**config.mk**
```make
export PLATFORM = sky130hd
export DESIGN_NAME = bank_command_sequencer_flat
export DESIGN_NICKNAME = d
export VERILOG_FILES = /design/src/rtl/dram_cmd_pkg.sv /design/src/rtl/bank_command_sequencer_if.sv /design/src/rtl/bank_timer.sv /design/src/rtl/bank_command_sequencer.sv /design/src/flat_wrapper.sv
export SDC_FILE = /design/constraint.sdc
export NUM_CORES = 1
export LEC_CHECK = 0
export BUFFER_PORTS_ARGS = -buffer_cell sky130_fd_sc_hd__buf_2
export CAP_MARGIN = 20
export CORE_ASPECT_RATIO = 1.25
export CORE_MARGIN = 3
export CORE_UTILIZATION = 48
export DETAILED_ROUTE_END_ITERATION = 8
export GPL_TIMING_DRIVEN = 0
export MAX_ROUTING_LAYER = met4
export PLACE_DENSITY = 0.77
export SYNTH_ARGS = -nofsm -noshare
export SYNTH_HDL_FRONTEND = slang
export SYNTH_HIERARCHICAL = 1
export SYNTH_SLANG_ARGS = --single-unit
```
**constraint.sdc**
```tcl
create_clock -name clk -period 4.6 [get_ports clk]
set_input_delay 0.92 -clock clk [delete_from_list [all_inputs] [get_ports clk]]
set_output_delay 0.92 -clock clk [all_outputs]
set_load 0.02 [all_outputs]
```
**src/rtl/dram_cmd_pkg.sv**
```systemverilog
// Shared definitions for the per-bank DRAM command sequencer: command
// encodings on the {cs,ras,cas,we} lines, FSM states and timer width.
package dram_cmd_pkg;

    // 4-bit command encodings, ordered {cs, ras, cas, we}
    typedef enum logic [3:0] {
        CMD_REF = 4'b0001,
        CMD_PRE = 4'b0010,
        CMD_ACT = 4'b0011,
        CMD_WR  = 4'b0100,
        CMD_RD  = 4'b0101,
        CMD_NOP = 4'b1111
    } cmd_e;

    localparam logic [3:0] CMD_NOP_ENC = 4'b1111;

    typedef enum logic [2:0] {
        ST_IDLE,
        ST_PRE,
        ST_PRE_WAIT,
        ST_ACT,
        ST_ACT_WAIT,
        ST_COL,
        ST_REF,
        ST_REF_WAIT
    } state_e;

    localparam int TIMER_W = 16;

endpackage

```
**src/rtl/bank_command_sequencer_if.sv**
```systemverilog
// Request and command bundle of one bank sequencer. The slave modport is the
// sequencer's view; master is the request source / command sink side.
interface bank_command_sequencer_if #(
    parameter int ROW_BITS = 14
) ();
    logic                req_valid;
    logic                req_ready;
    logic                req_is_write;
    logic [31:0]         req_addr;
    logic [31:0]         req_data;
    logic [31:0]         req_id;
    logic                cmd_valid;
    logic                cmd_ready;
    logic [31:0]         cmd_addr;
    logic [31:0]         cmd_data;
    logic [31:0]         cmd_request_id;
    logic                cmd_cs;
    logic                cmd_ras;
    logic                cmd_cas;
    logic                cmd_we;
    logic                row_open;
    logic [ROW_BITS-1:0] open_row;
    logic                busy;

    modport slave (
        input  req_valid, req_is_write, req_addr, req_data, req_id, cmd_ready,
        output req_ready, cmd_valid, cmd_addr, cmd_data, cmd_request_id,
               cmd_cs, cmd_ras, cmd_cas, cmd_we, row_open, open_row, busy
    );

    modport master (
        output req_valid, req_is_write, req_addr, req_data, req_id, cmd_ready,
        input  req_ready, cmd_valid, cmd_addr, cmd_data, cmd_request_id,
               cmd_cs, cmd_ras, cmd_cas, cmd_we, row_open, open_row, busy
    );
endinterface

```
**src/rtl/bank_timer.sv**
```systemverilog
// Loadable down counter that saturates at zero. zero_o marks an elapsed
// constraint; expiring_o marks the last cycle before (or at) zero so a wait
// state can hand over early and the issue state sees zero on arrival.
module bank_timer
    import dram_cmd_pkg::*;
(
    input  logic               clk,
    input  logic               rst,
    input  logic               load_i,
    input  logic [TIMER_W-1:0] load_val_i,
    output logic               zero_o,
    output logic               expiring_o
);
    logic [TIMER_W-1:0] count_q;

    // Load has priority over the countdown; hold at zero once reached
    always_ff @(posedge clk or posedge rst) begin
        if (rst) begin
            count_q <= '0;
        end else if (load_i) begin
            count_q <= load_val_i;
        end else if (count_q != '0) begin
            count_q <= count_q - 1'b1;
        end
    end

    assign zero_o     = (count_q == '0);
    assign expiring_o = (count_q <= TIMER_W'(1));
endmodule

```
**src/rtl/bank_command_sequencer.sv**
```systemverilog
// Per-bank sequencer: turns read/write requests into ACT/RD/WR/PRE commands
// under an open-page policy and inserts periodic REFRESH.
module bank_command_sequencer
    import dram_cmd_pkg::*;
#(
    parameter int RANK      = 0,
    parameter int BANKGROUP = 0,
    parameter int BANK      = 0,
    parameter int ROW_SHIFT = 10,
    parameter int ROW_BITS  = 14,
    parameter int T_RCD     = 14,
    parameter int T_RP      = 14,
    parameter int T_RAS     = 33,
    parameter int T_RFC     = 160,
    parameter int T_REFI    = 3900
) (
    input  logic                     clk,
    input  logic                     reset,
    bank_command_sequencer_if.slave  bus
);
    // A misconfigured instance refuses all traffic instead of issuing
    // commands with nonsensical timing.
    localparam bit CFG_OK = (RANK >= 0) && (BANKGROUP >= 0) && (BANK >= 0) &&
                            (T_RCD >= 1) && (T_RP >= 1) && (T_RAS >= 1) &&
                            (T_RFC >= 1) && (T_REFI > T_RFC);

    state_e              state_q, state_d;
    logic [TIMER_W-1:0]  refi_q;
    logic                refresh_pending_q;
    logic                ref_path_q;
    logic                row_open_q;
    logic [ROW_BITS-1:0] open_row_q;
    logic                is_write_q;
    logic [31:0]         addr_q, data_q, id_q;

    logic                req_ready_c, accept, fire, cmd_valid_c, row_hit;
    logic [ROW_BITS-1:0] req_row, lat_row;
    cmd_e                cmd_enc;
    logic [31:0]         cmd_addr_c, cmd_data_c, cmd_id_c;
    logic                wait_load, ras_load;
    logic [TIMER_W-1:0]  wait_val;
    logic                wait_zero, wait_expiring, ras_zero, ras_expiring_unused;

    assign req_row     = bus.req_addr[ROW_SHIFT +: ROW_BITS];
    assign lat_row     = addr_q[ROW_SHIFT +: ROW_BITS];
    assign row_hit     = row_open_q && (req_row == open_row_q);
    assign req_ready_c = CFG_OK && (state_q == ST_IDLE) && !refresh_pending_q && !reset;
    assign accept      = bus.req_valid && req_ready_c;

    // PRE waits on tRAS; every other issue state waits on the shared timer
    assign cmd_valid_c = ((state_q == ST_PRE) && ras_zero) ||
                         ((state_q inside {ST_ACT, ST_COL, ST_REF}) && wait_zero);
    assign fire        = cmd_valid_c && bus.cmd_ready;

    bank_timer u_wait_timer (
        .clk(clk), .rst(reset), .load_i(wait_load), .load_val_i(wait_val),
        .zero_o(wait_zero), .expiring_o(wait_expiring)
    );

    bank_timer u_ras_timer (
        .clk(clk), .rst(reset), .load_i(ras_load), .load_val_i(TIMER_W'(T_RAS - 1)),
        .zero_o(ras_zero), .expiring_o(ras_expiring_unused)
    );

    // State register
    always_ff @(posedge clk or posedge reset) begin
        if (reset) state_q <= ST_IDLE;
        else       state_q <= state_d;
    end

    // Next-state: refresh is only taken between requests, never mid-request
    always_comb begin
        state_d = state_q;
        case (state_q)
            ST_IDLE: begin
                if (refresh_pending_q)  state_d = row_open_q ? ST_PRE : ST_REF;
                else if (accept)        state_d = row_hit ? ST_COL :
                                                  (row_open_q ? ST_PRE : ST_ACT);
            end
            ST_PRE:      if (fire)          state_d = ST_PRE_WAIT;
            ST_PRE_WAIT: if (wait_expiring) state_d = ref_path_q ? ST_REF : ST_ACT;
            ST_ACT:      if (fire)          state_d = ST_ACT_WAIT;
            ST_ACT_WAIT: if (wait_expiring) state_d = ST_COL;
            ST_COL:      if (fire)          state_d = ST_IDLE;
            ST_REF:      if (fire)          state_d = ST_REF_WAIT;
            ST_REF_WAIT: if (wait_expiring) state_d = ST_IDLE;
            default:                        state_d = ST_IDLE;
        endcase
    end

    // Outputs: command encoding, payload and timer loads on fire
    always_comb begin
        cmd_enc    = CMD_NOP;
        cmd_addr_c = '0;
        cmd_data_c = '0;
        cmd_id_c   = '0;
        wait_load  = 1'b0;
        wait_val   = '0;
        ras_load   = 1'b0;
        case (state_q)
            ST_PRE: begin
                if (cmd_valid_c) begin
                    cmd_enc    = CMD_PRE;
                    cmd_addr_c = addr_q;
                    cmd_data_c = data_q;
                    cmd_id_c   = id_q;
                end
                wait_load = fire;
                wait_val  = TIMER_W'(T_RP - 1);
            end
            ST_ACT: begin
                if (cmd_valid_c) begin
                    cmd_enc    = CMD_ACT;
                    cmd_addr_c = addr_q;
                    cmd_data_c = data_q;
                    cmd_id_c   = id_q;
                end
                wait_load = fire;
                wait_val  = TIMER_W'(T_RCD - 1);
                ras_load  = fire;
            end
            ST_COL: begin
                if (cmd_valid_c) begin
                    cmd_enc    = is_write_q ? CMD_WR : CMD_RD;
                    cmd_addr_c = addr_q;
                    cmd_data_c = data_q;
                    cmd_id_c   = id_q;
                end
            end
            ST_REF: begin
                // REFRESH carries an all-zero payload
                if (cmd_valid_c) cmd_enc = CMD_REF;
                wait_load = fire;
                wait_val  = TIMER_W'(T_RFC - 1);
            end
            default: ;
        endcase
    end

    // Request latch, open-row tracking and refresh interval bookkeeping
    always_ff @(posedge clk or posedge reset) begin
        if (reset) begin
            refi_q            <= '0;
            refresh_pending_q <= 1'b0;
            ref_path_q        <= 1'b0;
            row_open_q        <= 1'b0;
            open_row_q        <= '0;
            is_write_q        <= 1'b0;
            addr_q            <= '0;
            data_q            <= '0;
            id_q              <= '0;
        end else begin
            if (accept) begin
                is_write_q <= bus.req_is_write;
                addr_q     <= bus.req_addr;
                data_q     <= bus.req_data;
                id_q       <= bus.req_id;
            end
            if (state_q == ST_IDLE && refresh_pending_q && row_open_q) ref_path_q <= 1'b1;
            if (fire && state_q == ST_PRE) row_open_q <= 1'b0;
            if (fire && state_q == ST_ACT) begin
                row_open_q <= 1'b1;
                open_row_q <= lat_row;
            end
            if (fire && state_q == ST_REF) begin
                refresh_pending_q <= 1'b0;
                ref_path_q        <= 1'b0;
            end
            // A new interval expiry wins over a same-cycle REFRESH clear;
            // expiries while already pending collapse into the one flag.
            if (refi_q == TIMER_W'(T_REFI - 1)) begin
                refi_q            <= '0;
                refresh_pending_q <= 1'b1;
            end else begin
                refi_q <= refi_q + 1'b1;
            end
        end
    end

    assign bus.req_ready      = req_ready_c;
    assign bus.cmd_valid      = cmd_valid_c;
    assign {bus.cmd_cs, bus.cmd_ras, bus.cmd_cas, bus.cmd_we} = cmd_enc;
    assign bus.cmd_addr       = cmd_addr_c;
    assign bus.cmd_data       = cmd_data_c;
    assign bus.cmd_request_id = cmd_id_c;
    assign bus.row_open       = row_open_q;
    assign bus.open_row       = open_row_q;
    assign bus.busy           = (state_q != ST_IDLE);
endmodule

```
**src/flat_wrapper.sv**
```systemverilog
// flat-port wrapper written by rule: the top's interface ports become plain ports
module bank_command_sequencer_flat import dram_cmd_pkg::*;
#(
    parameter int RANK      = 0,
    parameter int BANKGROUP = 0,
    parameter int BANK      = 0,
    parameter int ROW_SHIFT = 10,
    parameter int ROW_BITS  = 14,
    parameter int T_RCD     = 14,
    parameter int T_RP      = 14,
    parameter int T_RAS     = 33,
    parameter int T_RFC     = 160,
    parameter int T_REFI    = 3900
)
  (clk, reset, bus_req_valid, bus_req_is_write, bus_req_addr, bus_req_data, bus_req_id, bus_cmd_ready, bus_req_ready, bus_cmd_valid, bus_cmd_addr, bus_cmd_data, bus_cmd_request_id, bus_cmd_cs, bus_cmd_ras, bus_cmd_cas, bus_cmd_we, bus_row_open, bus_open_row, bus_busy);
  bank_command_sequencer_if #(.ROW_BITS(ROW_BITS)) bus_i ();
  input  logic clk;
  input  logic reset;
  input wire logic [$bits(bus_i.req_valid)-1:0] bus_req_valid;
  input wire logic [$bits(bus_i.req_is_write)-1:0] bus_req_is_write;
  input wire logic [$bits(bus_i.req_addr)-1:0] bus_req_addr;
  input wire logic [$bits(bus_i.req_data)-1:0] bus_req_data;
  input wire logic [$bits(bus_i.req_id)-1:0] bus_req_id;
  input wire logic [$bits(bus_i.cmd_ready)-1:0] bus_cmd_ready;
  output wire logic [$bits(bus_i.req_ready)-1:0] bus_req_ready;
  output wire logic [$bits(bus_i.cmd_valid)-1:0] bus_cmd_valid;
  output wire logic [$bits(bus_i.cmd_addr)-1:0] bus_cmd_addr;
  output wire logic [$bits(bus_i.cmd_data)-1:0] bus_cmd_data;
  output wire logic [$bits(bus_i.cmd_request_id)-1:0] bus_cmd_request_id;
  output wire logic [$bits(bus_i.cmd_cs)-1:0] bus_cmd_cs;
  output wire logic [$bits(bus_i.cmd_ras)-1:0] bus_cmd_ras;
  output wire logic [$bits(bus_i.cmd_cas)-1:0] bus_cmd_cas;
  output wire logic [$bits(bus_i.cmd_we)-1:0] bus_cmd_we;
  output wire logic [$bits(bus_i.row_open)-1:0] bus_row_open;
  output wire logic [$bits(bus_i.open_row)-1:0] bus_open_row;
  output wire logic [$bits(bus_i.busy)-1:0] bus_busy;
  assign bus_i.req_valid = bus_req_valid;
  assign bus_i.req_is_write = bus_req_is_write;
  assign bus_i.req_addr = bus_req_addr;
  assign bus_i.req_data = bus_req_data;
  assign bus_i.req_id = bus_req_id;
  assign bus_i.cmd_ready = bus_cmd_ready;
  assign bus_req_ready = bus_i.req_ready;
  assign bus_cmd_valid = bus_i.cmd_valid;
  assign bus_cmd_addr = bus_i.cmd_addr;
  assign bus_cmd_data = bus_i.cmd_data;
  assign bus_cmd_request_id = bus_i.cmd_request_id;
  assign bus_cmd_cs = bus_i.cmd_cs;
  assign bus_cmd_ras = bus_i.cmd_ras;
  assign bus_cmd_cas = bus_i.cmd_cas;
  assign bus_cmd_we = bus_i.cmd_we;
  assign bus_row_open = bus_i.row_open;
  assign bus_open_row = bus_i.open_row;
  assign bus_busy = bus_i.busy;
  bank_command_sequencer #(.RANK(RANK), .BANKGROUP(BANKGROUP), .BANK(BANK), .ROW_SHIFT(ROW_SHIFT), .ROW_BITS(ROW_BITS), .T_RCD(T_RCD), .T_RP(T_RP), .T_RAS(T_RAS), .T_RFC(T_RFC), .T_REFI(T_REFI)) u_core (.clk(clk), .reset(reset), .bus(bus_i));
endmodule
```
* Yosys cells after proc, flatten, opt, wreduce, memory -nomap -nowiden
Cells that the tools add are included.
W data, S select, Z words.
** Word-level totals
- Output and inout bits :: 118
- Flip-flop bits (word level) :: 165
- Input bits :: 101
- Word-level logic and storage cells :: 104
** Cells by class
- Add/subtract/negate cells :: 3
- Reductions and logical operators :: 31
- $lt $le $gt $ge :: 1
- Mux-type cells :: 40
- Equal/unequal tests :: 17
** Operators with widths (number)
- $mux W32 :: 6
- $mux W16 :: 5
- $mux W3 :: 12
- $logic_not A16 Y1 :: 2
- $reduce_bool A16 Y1 :: 2
- $sub A16 B1 Y16 const B :: 2
- $pmux W3 S8 :: 1
- $add A16 B1 Y16 const B :: 1
- $eq A16 B12 Y1 const B :: 1
- $le A16 B1 Y1 const B :: 1
- $mux W4 :: 4
- $pmux W4 S4 :: 1
- $pmux W8 S2 :: 1
- $eq A14 B14 Y1 :: 1
- $eq A3 B3 Y1 const B :: 4
- $logic_and A1 B1 Y1 :: 12
- $reduce_bool A2 Y1 :: 5
- $mux W1 :: 9
- $ne A2 B1 Y1 const B :: 4
- $reduce_and A8 Y1 :: 1
- $eq A3 B2 Y1 const B :: 2
- $ne A2 B2 Y1 const B :: 3
- $reduce_bool A3 Y1 :: 2
- $reduce_or A3 Y1 :: 2
- other kinds (7) :: 8

* Depth between registers and ports, before layout
Gate-level depths: netlist of run 1.
- Depth after elaboration :: 8
- Mapped depth :: 13
- Gate-level depth less buffers :: 12

* Cells and area by module
The synthesis of run 1 kept the hierarchy.
** Modules (own cells, without submodules)
- bank_command_sequencer :: cells each 507, sequential area each 3328.2 µm², area an instance 6252.2 µm², instances 1
- bank_timer :: cells each 113, sequential area each 400.4 µm², area an instance 1022.2 µm², instances 2

* Worst setup path before layout of run 1
Ideal clock, no wire load.
- Kind :: input to register
- Start point :: input reset
- End point :: register u_core.id_q[0]
- Data arrival time :: 4.913 ns
- Data required time :: 4.473 ns
- Path slack :: -0.440 ns
- Setup time :: 0.127 ns
- Buffers on the path :: 2
- Stages :: 5
- Cells stage by stage :: inv_1 > nand3_2 > buf_2 > buf_6 > mux2_1
** Between the ends
- Word-level cells in the longest chain between the ends :: 3
** RTL lines
- from (decl) :: RTL line flat_wrapper.sv:18 : input logic reset;
- $logic_not A1 Y1 :: RTL line bank_command_sequencer.sv:47 : assign req_ready_c = CFG_OK && (state_q == ST_IDLE) && !refresh_pending_q && !reset;
- $logic_and A1 B1 Y1 :: RTL line bank_command_sequencer.sv:47
- $logic_and A1 B1 Y1 :: RTL line bank_command_sequencer.sv:48 : assign accept = bus.req_valid && req_ready_c;
- to (signal assigned) :: RTL line bank_command_sequencer.sv:157 : id_q <= bus.req_id;
- to (decl) :: RTL line bank_command_sequencer.sv:34 : logic [31:0] addr_q, data_q, id_q;
Every way passes these cells.
A chain may end at the register's enable or synchronous reset.

* Worst setup path in the final report of run 1
- Start point :: register u_core.u_ras_timer.count_q[12]
- End point :: output bus_cmd_data[13]
** Between the ends
- Word-level cells in the longest chain between the ends :: 5
** RTL lines
- from (decl) :: RTL line bank_timer.sv:14 : logic [TIMER_W-1:0] count_q;
- from (signal assigned) :: RTL line bank_timer.sv:21 : count_q <= load_val_i;
- from (signal assigned) :: RTL line bank_timer.sv:23 : count_q <= count_q - 1'b1;
- $logic_not A16 Y1 :: RTL line bank_timer.sv:27 : assign zero_o = (count_q == '0);
- via u_core.ras_zero :: RTL line bank_command_sequencer.sv:42 : logic wait_zero, wait_expiring, ras_zero, ras_expiring_unused;
- $logic_and A1 B1 Y1 :: RTL line bank_command_sequencer.sv:51 : assign cmd_valid_c = ((state_q == ST_PRE) && ras_zero) ||
- $logic_or A1 B1 Y1 :: RTL line bank_command_sequencer.sv:51
- $mux W32 :: RTL line bank_command_sequencer.sv:102, bank_command_sequencer.sv:112, bank_command_sequencer.sv:123
- $mux W32
- to (decl) :: RTL line flat_wrapper.sv:28 : output wire logic [$bits(bus_i.cmd_data)-1:0] bus_cmd_data;
The timed path passes the listed nets, and every way through them passes these cells.

==> impl_metrics.tcl, run 1 <==
set metrics [dict create \
    tns_ns 0 \
    mostFrequentLayoutCells "buf_2, dfrtp_1, mux2_2" \
    ctsHoldBuffers 0 \
    hold-worst-slack_ns 0.4508 \
    wl_per_cell_um 16.23 \
    dr_total_vias 6349 \
    startpoint "u_core/u_ras_timer/count_q[12]" \
    viasPerCell 5.179 \
    reg2reg_from "u_core/u_wait_timer/count_q[0]" \
    crit_fanout 10 \
    gp_congestion 0.8405 \
    yosysWarnings 6 \
    multiInputGateArea_um2 3978 \
    die_area_um2 18850 \
    wl_um 19900 \
    hold_class "register to register" \
    gr-usage-all-layers_pct 22.57 \
    p_leak_nw 5.239 \
    avgSynthCellArea_um2 11.34 \
    ant_nets 0 \
    fmax_mhz 231.1 \
    setup_viol 0 \
    worstSetupEndpointType "output port" \
    slowest_delay_ns 0.62 \
    port_buffers 218 \
    start_util_pct 49.10 \
    finalHoldViolCount 0 \
    grt_max_degree 43 \
    grt_pass1_vias 6623 \
    cts_buffers 17 \
    clk_pin_slew_ns 0.07 \
    rsz0062_at_grt "no" \
    crit_chain "nor4_2, nand4_1, inv_1, a32oi_4, nor2b_4, clkbuf_1, and2_1, buf_2" \
    slew_headroom_pct 43.45 \
    syn_inst 729 \
    grt_pass1_wl_um 32830 \
    drive_gt1_share_pct 39.46 \
    seq_area_um2 4129 \
    min-delay-start "u_core/refi_q[0]" \
    layout_commonest_cell "buf_2" \
    max_cap_violations 0 \
    setup_slack_ns 0.2724 \
    antenna_found_initial 1 \
    die_width_um 123.4 \
    diodes 0 \
    skew_ns 0.009586 \
    crit_family "simple AND/OR/NAND/NOR gates" \
    htreeDepth 4 \
    status "finished clean" \
    layout_min_cycle_time_ns 4.328 \
    p_per_area_nw_per_um2 284.3 \
    rows 53 \
    cp_slowest_cell "nor4_2" \
    grt.overflow.total 0 \
    fin_total_pwr_mw 2.953 \
    tightest_slew_ns 0.8464 \
    syn_area_um2 8270 \
    first_pass_iters 4 \
    cts_root_buf "clkbuf_16" \
    drt_iter0_drc 379 \
    cts_tree "yes" \
    area_growth_pct 25.57 \
    cp-start-kind "register" \
    path_buf_inv 3 \
    nNetsFinal 1098 \
    drcViolationCount 0 \
    core_um2 16840 \
    maxSlewViolCount 0 \
    clk_latency_ns 0.43 \
    clock-sinks 165 \
    pin_count 219 \
    place_ws_ns 0.4617 \
    ir_drop_v 0.0002303 \
    dp_hpwl_um 14900 \
    crit_type "register to output port" \
    period_share_pct 94.08 \
    clock_path_buffers 2 \
    n_fill_cell 1473 \
    die_y_um 152.8 \
    arrival_ns 3.41 \
    cp_data_required_time_ns 3.68 \
]
[repair_timing]
| item | 4_1_cts | 5_1_grt |
|---|---|---|
| setup endpoints to repair | 5 | 8 |
| gates cloned | 0 | 0 |
| resized for setup | 1 | 2 |
| buffers inserted | 0 | 0 |
| pin swaps | 0 | 0 |
[power breakdown]
part / switching (mW) / internal (mW) / total, mW
Combinational: 0.0498 / 0.0399 / 0.0897
Clock: 0.642 / 0.771 / 1.41
Sequential: 0 / 1.45 / 1.45
[sequential cells by signal, summed over array words and instances, names as in the netlist]
register,cells
u_core/u_ras_timer/count_q,16
u_core/addr_q,32
u_core/refi_q,16
u_core/bus.row_open,1
u_core/id_q,32
u_core/state_q,3
u_core/data_q,32
u_core/bus.open_row,14
u_core/u_wait_timer/count_q,16
u_core/is_write_q,1
u_core/refresh_pending_q,1
u_core/ref_path_q,1
[per-layer routing]
layer / GRT usage [%] / wire (um) / vias to the layer above
li1: - / - / 3068
met1: 27.26 / 8203 / 3105
met2: 38.31 / 10530 / 146
met4: 7.230 / 407 / 0
met5: - / 0 / -
met3: 3.676 / 756 / 30
[path summary, 6_finish.rpt]
check	endpoint	slack [ns]	cells past startpoint
worst max-delay path	bus_cmd_data[13]	0.27	8
worst min-delay path	u_core/refi_q[0]	0.45	1
worst max register to register	u_core/u_ras_timer/count_q[9]	0.94	13
worst min register to register	u_core/refi_q[0]	0.45	1
max in group asynchronous	u_core/data_q[31]	3.01	4
min in group asynchronous	u_core/u_wait_timer/count_q[2]	0.65	2
[final cells by class]
class | instances | area share (%)
timing repair buffer | 221 | 11.08
multi-input combinational | 535 | 38.30
clock inverter | 15 | 1.554
sequential | 165 | 39.76
clock buffer | 17 | 4.096
buffer | 34 | 1.831
inverter | 19 | 0.7229
tap | 220 | 2.651
[stage by stage]
| step | std cells | cell area, um2 | utilization [%] |
|---|---|---|---|
| floorplan | 753 | 8364 | - |
| global placement | 1191 | 9731 | 57.77 |
| detailed placement | 1194 | 9791 | 58.13 |
| CTS | 1226 | 10380 | 61.62 |
| global route | 1226 | 10390 | 61.66 |
| finish | 1226 | 10390 | 61.66 |
(Power assumes the default switching activity.)
==> run 2, diff against run 1 <==
Settings changed: ABC_CLOCK_PERIOD_IN_PS from default to 4600, CORE_ASPECT_RATIO 1.25 to 1.5.
==> impl_metrics.tcl, run 2 (same netlist as run 1, synthesis figures left out) <==
set metrics [dict create \
    layout_min_cycle_time_ns 4.320 \
    clk_pin_slew_ns 0.07 \
    crit_fanout 10 \
    placed_cell_area_um2 9778 \
    drive_gt1_share_pct 39.66 \
    pin_count 219 \
    area_growth_pct 25.17 \
    viasPerCell 5.195 \
    cts_buffers 17 \
    wl_um 20230 \
    ir_drop_v 0.0002004 \
    rows 58 \
    dp_hpwl_um 15230 \
    skew_ns 0.009601 \
    slew_headroom_pct 50.35 \
    mostFrequentLayoutCells "buf_2, dfrtp_1, mux2_2" \
    top_regs "u_core/addr_q (32), u_core/data_q (32), u_core/id_q (32)" \
    cp-start-kind "register" \
    antenna_found_initial 1 \
    p_per_area_nw_per_um2 279.6 \
    clock_path_buffers 2 \
    finalHoldViolCount 0 \
    grt_pass1_wl_um 32950 \
    max_cap_violations 0 \
    cts_tree "yes" \
    fmax_mhz 231.5 \
    nNetsFinal 1098 \
    clk_latency_ns 0.42 \
    start_util_pct 49.12 \
    period_share_pct 93.92 \
    crit_type "register to output port" \
    htreeDepth 4 \
    wl_per_cell_um 16.62 \
    drcViolationCount 0 \
    slowest_delay_ns 0.44 \
    final_cells 1217 \
    tightest_slew_ns 0.7447 \
    ant_nets 0 \
    gp_congestion 0.8410 \
    clock-sinks 165 \
    cp_data_required_time_ns 3.68 \
    cp_slowest_cell "dfrtp_1" \
    fin_total_pwr_mw 2.895 \
    port_buffers 218 \
    drt_iter0_drc 337 \
    grt.overflow.total 0 \
    dr_total_vias 6322 \
    worstSetupEndpointType "output port" \
    tns_ns 0 \
    grt_pass1_vias 6657 \
    rrSetupSlack_ns 0.87 \
    crit_chain "inv_1, ha_1, nor3b_2, nand4_1, inv_2, a32oi_4, nor2b_4, clkbuf_2, and2_1, buf_2" \
    die_y_um 166.8 \
    die_area_um2 18870 \
    setup_viol 0 \
    path_buf_inv 4 \
    gr-usage-all-layers_pct 22.44 \
    crit_family "simple AND/OR/NAND/NOR gates" \
    p_leak_nw 5.220 \
    placed_cells 1184 \
    grt_max_degree 43 \
    layout_commonest_cell "buf_2" \
    arrival_ns 3.40 \
    status "finished clean" \
    die_width_um 113.2 \
    first_pass_iters 4 \
    maxSlewViolCount 0 \
    rsz0062_at_grt "no" \
    ctsHoldBuffers 0 \
    hold_class "register to register" \
    design_area_um2 10350 \
    core_um2 16840 \
    cts_root_buf "clkbuf_16" \
]
## run 2: cell types whose count changed in the layout (fill, tap and decap cells not counted)
cell,delta
inv_1,-1
inv_8,-3
inv_2,+1
clkinvlp_4,+2
bufinv_16,-1
clkinv_4,-2
clkbuf_1,-1
clkbuf_2,+1
clkinv_8,+1
diode_2,+1
inv_6,+3
## run 2: per-layer routing
metal | global-route usage (%) | part of all wire [%] | vias up | wire length (um)
li1 | - | - | 3048 | -
met3 | 3.780 | 3.5 | 42 | 700
met1 | 25.30 | 39 | 3081 | 7913
met5 | - | 0 | - | 0
met2 | 38.96 | 54 | 151 | 10850
met4 | 9.519 | 3.8 | 0 | 763
## run 2: worst paths after layout
| path | depth (start not counted) | endpoint | from |
|---|---|---|---|
| worst max-delay path | 10 | bus_cmd_addr[26] | u_core/u_ras_timer/count_q[0] |
| min in group asynchronous | 2 | u_core/bus.row_open | reset |
| worst min register to register | 1 | u_core/refi_q[0] | u_core/refi_q[0] |
| worst max register to register | 12 | u_core/u_ras_timer/count_q[1] | u_core/u_wait_timer/count_q[0] |
| worst min-delay path | 1 | u_core/refi_q[0] | u_core/refi_q[0] |
| max in group asynchronous | 3 | u_core/id_q[14] | reset |
## run 2: metrics by stage
stage	hold slack, ns	setup slack [ns]	utilization [%]
4_1_cts	0.4613	0.1391	61.43
3_3_place_gp	0.4446	-1.305	57.72
6_report	0.4554	0.2799	61.49
3_5_place_dp	0.4527	0.3939	58.08
5_1_grt	0.4797	0.005194	61.49
2_1_floorplan	0.4239	0.5005	-
## run 2: final cells by class
| class | count | area [um2] |
|---|---|---|
| Antenna cell | 1 | 2.502 |
| Buffer | 34 | 191.4 |
| Clock buffer | 17 | 425.4 |
| Clock inverter | 15 | 137.6 |
| Fill cell | 1439 | 6484 |
| Inverter | 19 | 75.07 |
| Multi-Input combinational cell | 535 | 3978 |
| Sequential cell | 165 | 4129 |
| Tap cell | 210 | 262.8 |
| Timing Repair Buffer | 221 | 1151 |
## run 2: timing repair
action / CTS / global route
resized for setup: 1 / 5
setup buffers: 0 / 0
endpoints found under the hold margin: 0 / 0
gates cloned: 0 / 0
endpoints found under the setup margin: 10 / 85
## run 2: where the power goes
group	leakage, nW	switching, mW	total [mW]	internal (mW)
clock network	0.261	0.643	1.36	0.713
logic	2.80	0.0491	0.0889	0.0398
registers	2.16	0	1.45	1.45
total	5.22	0.692	2.89	2.20
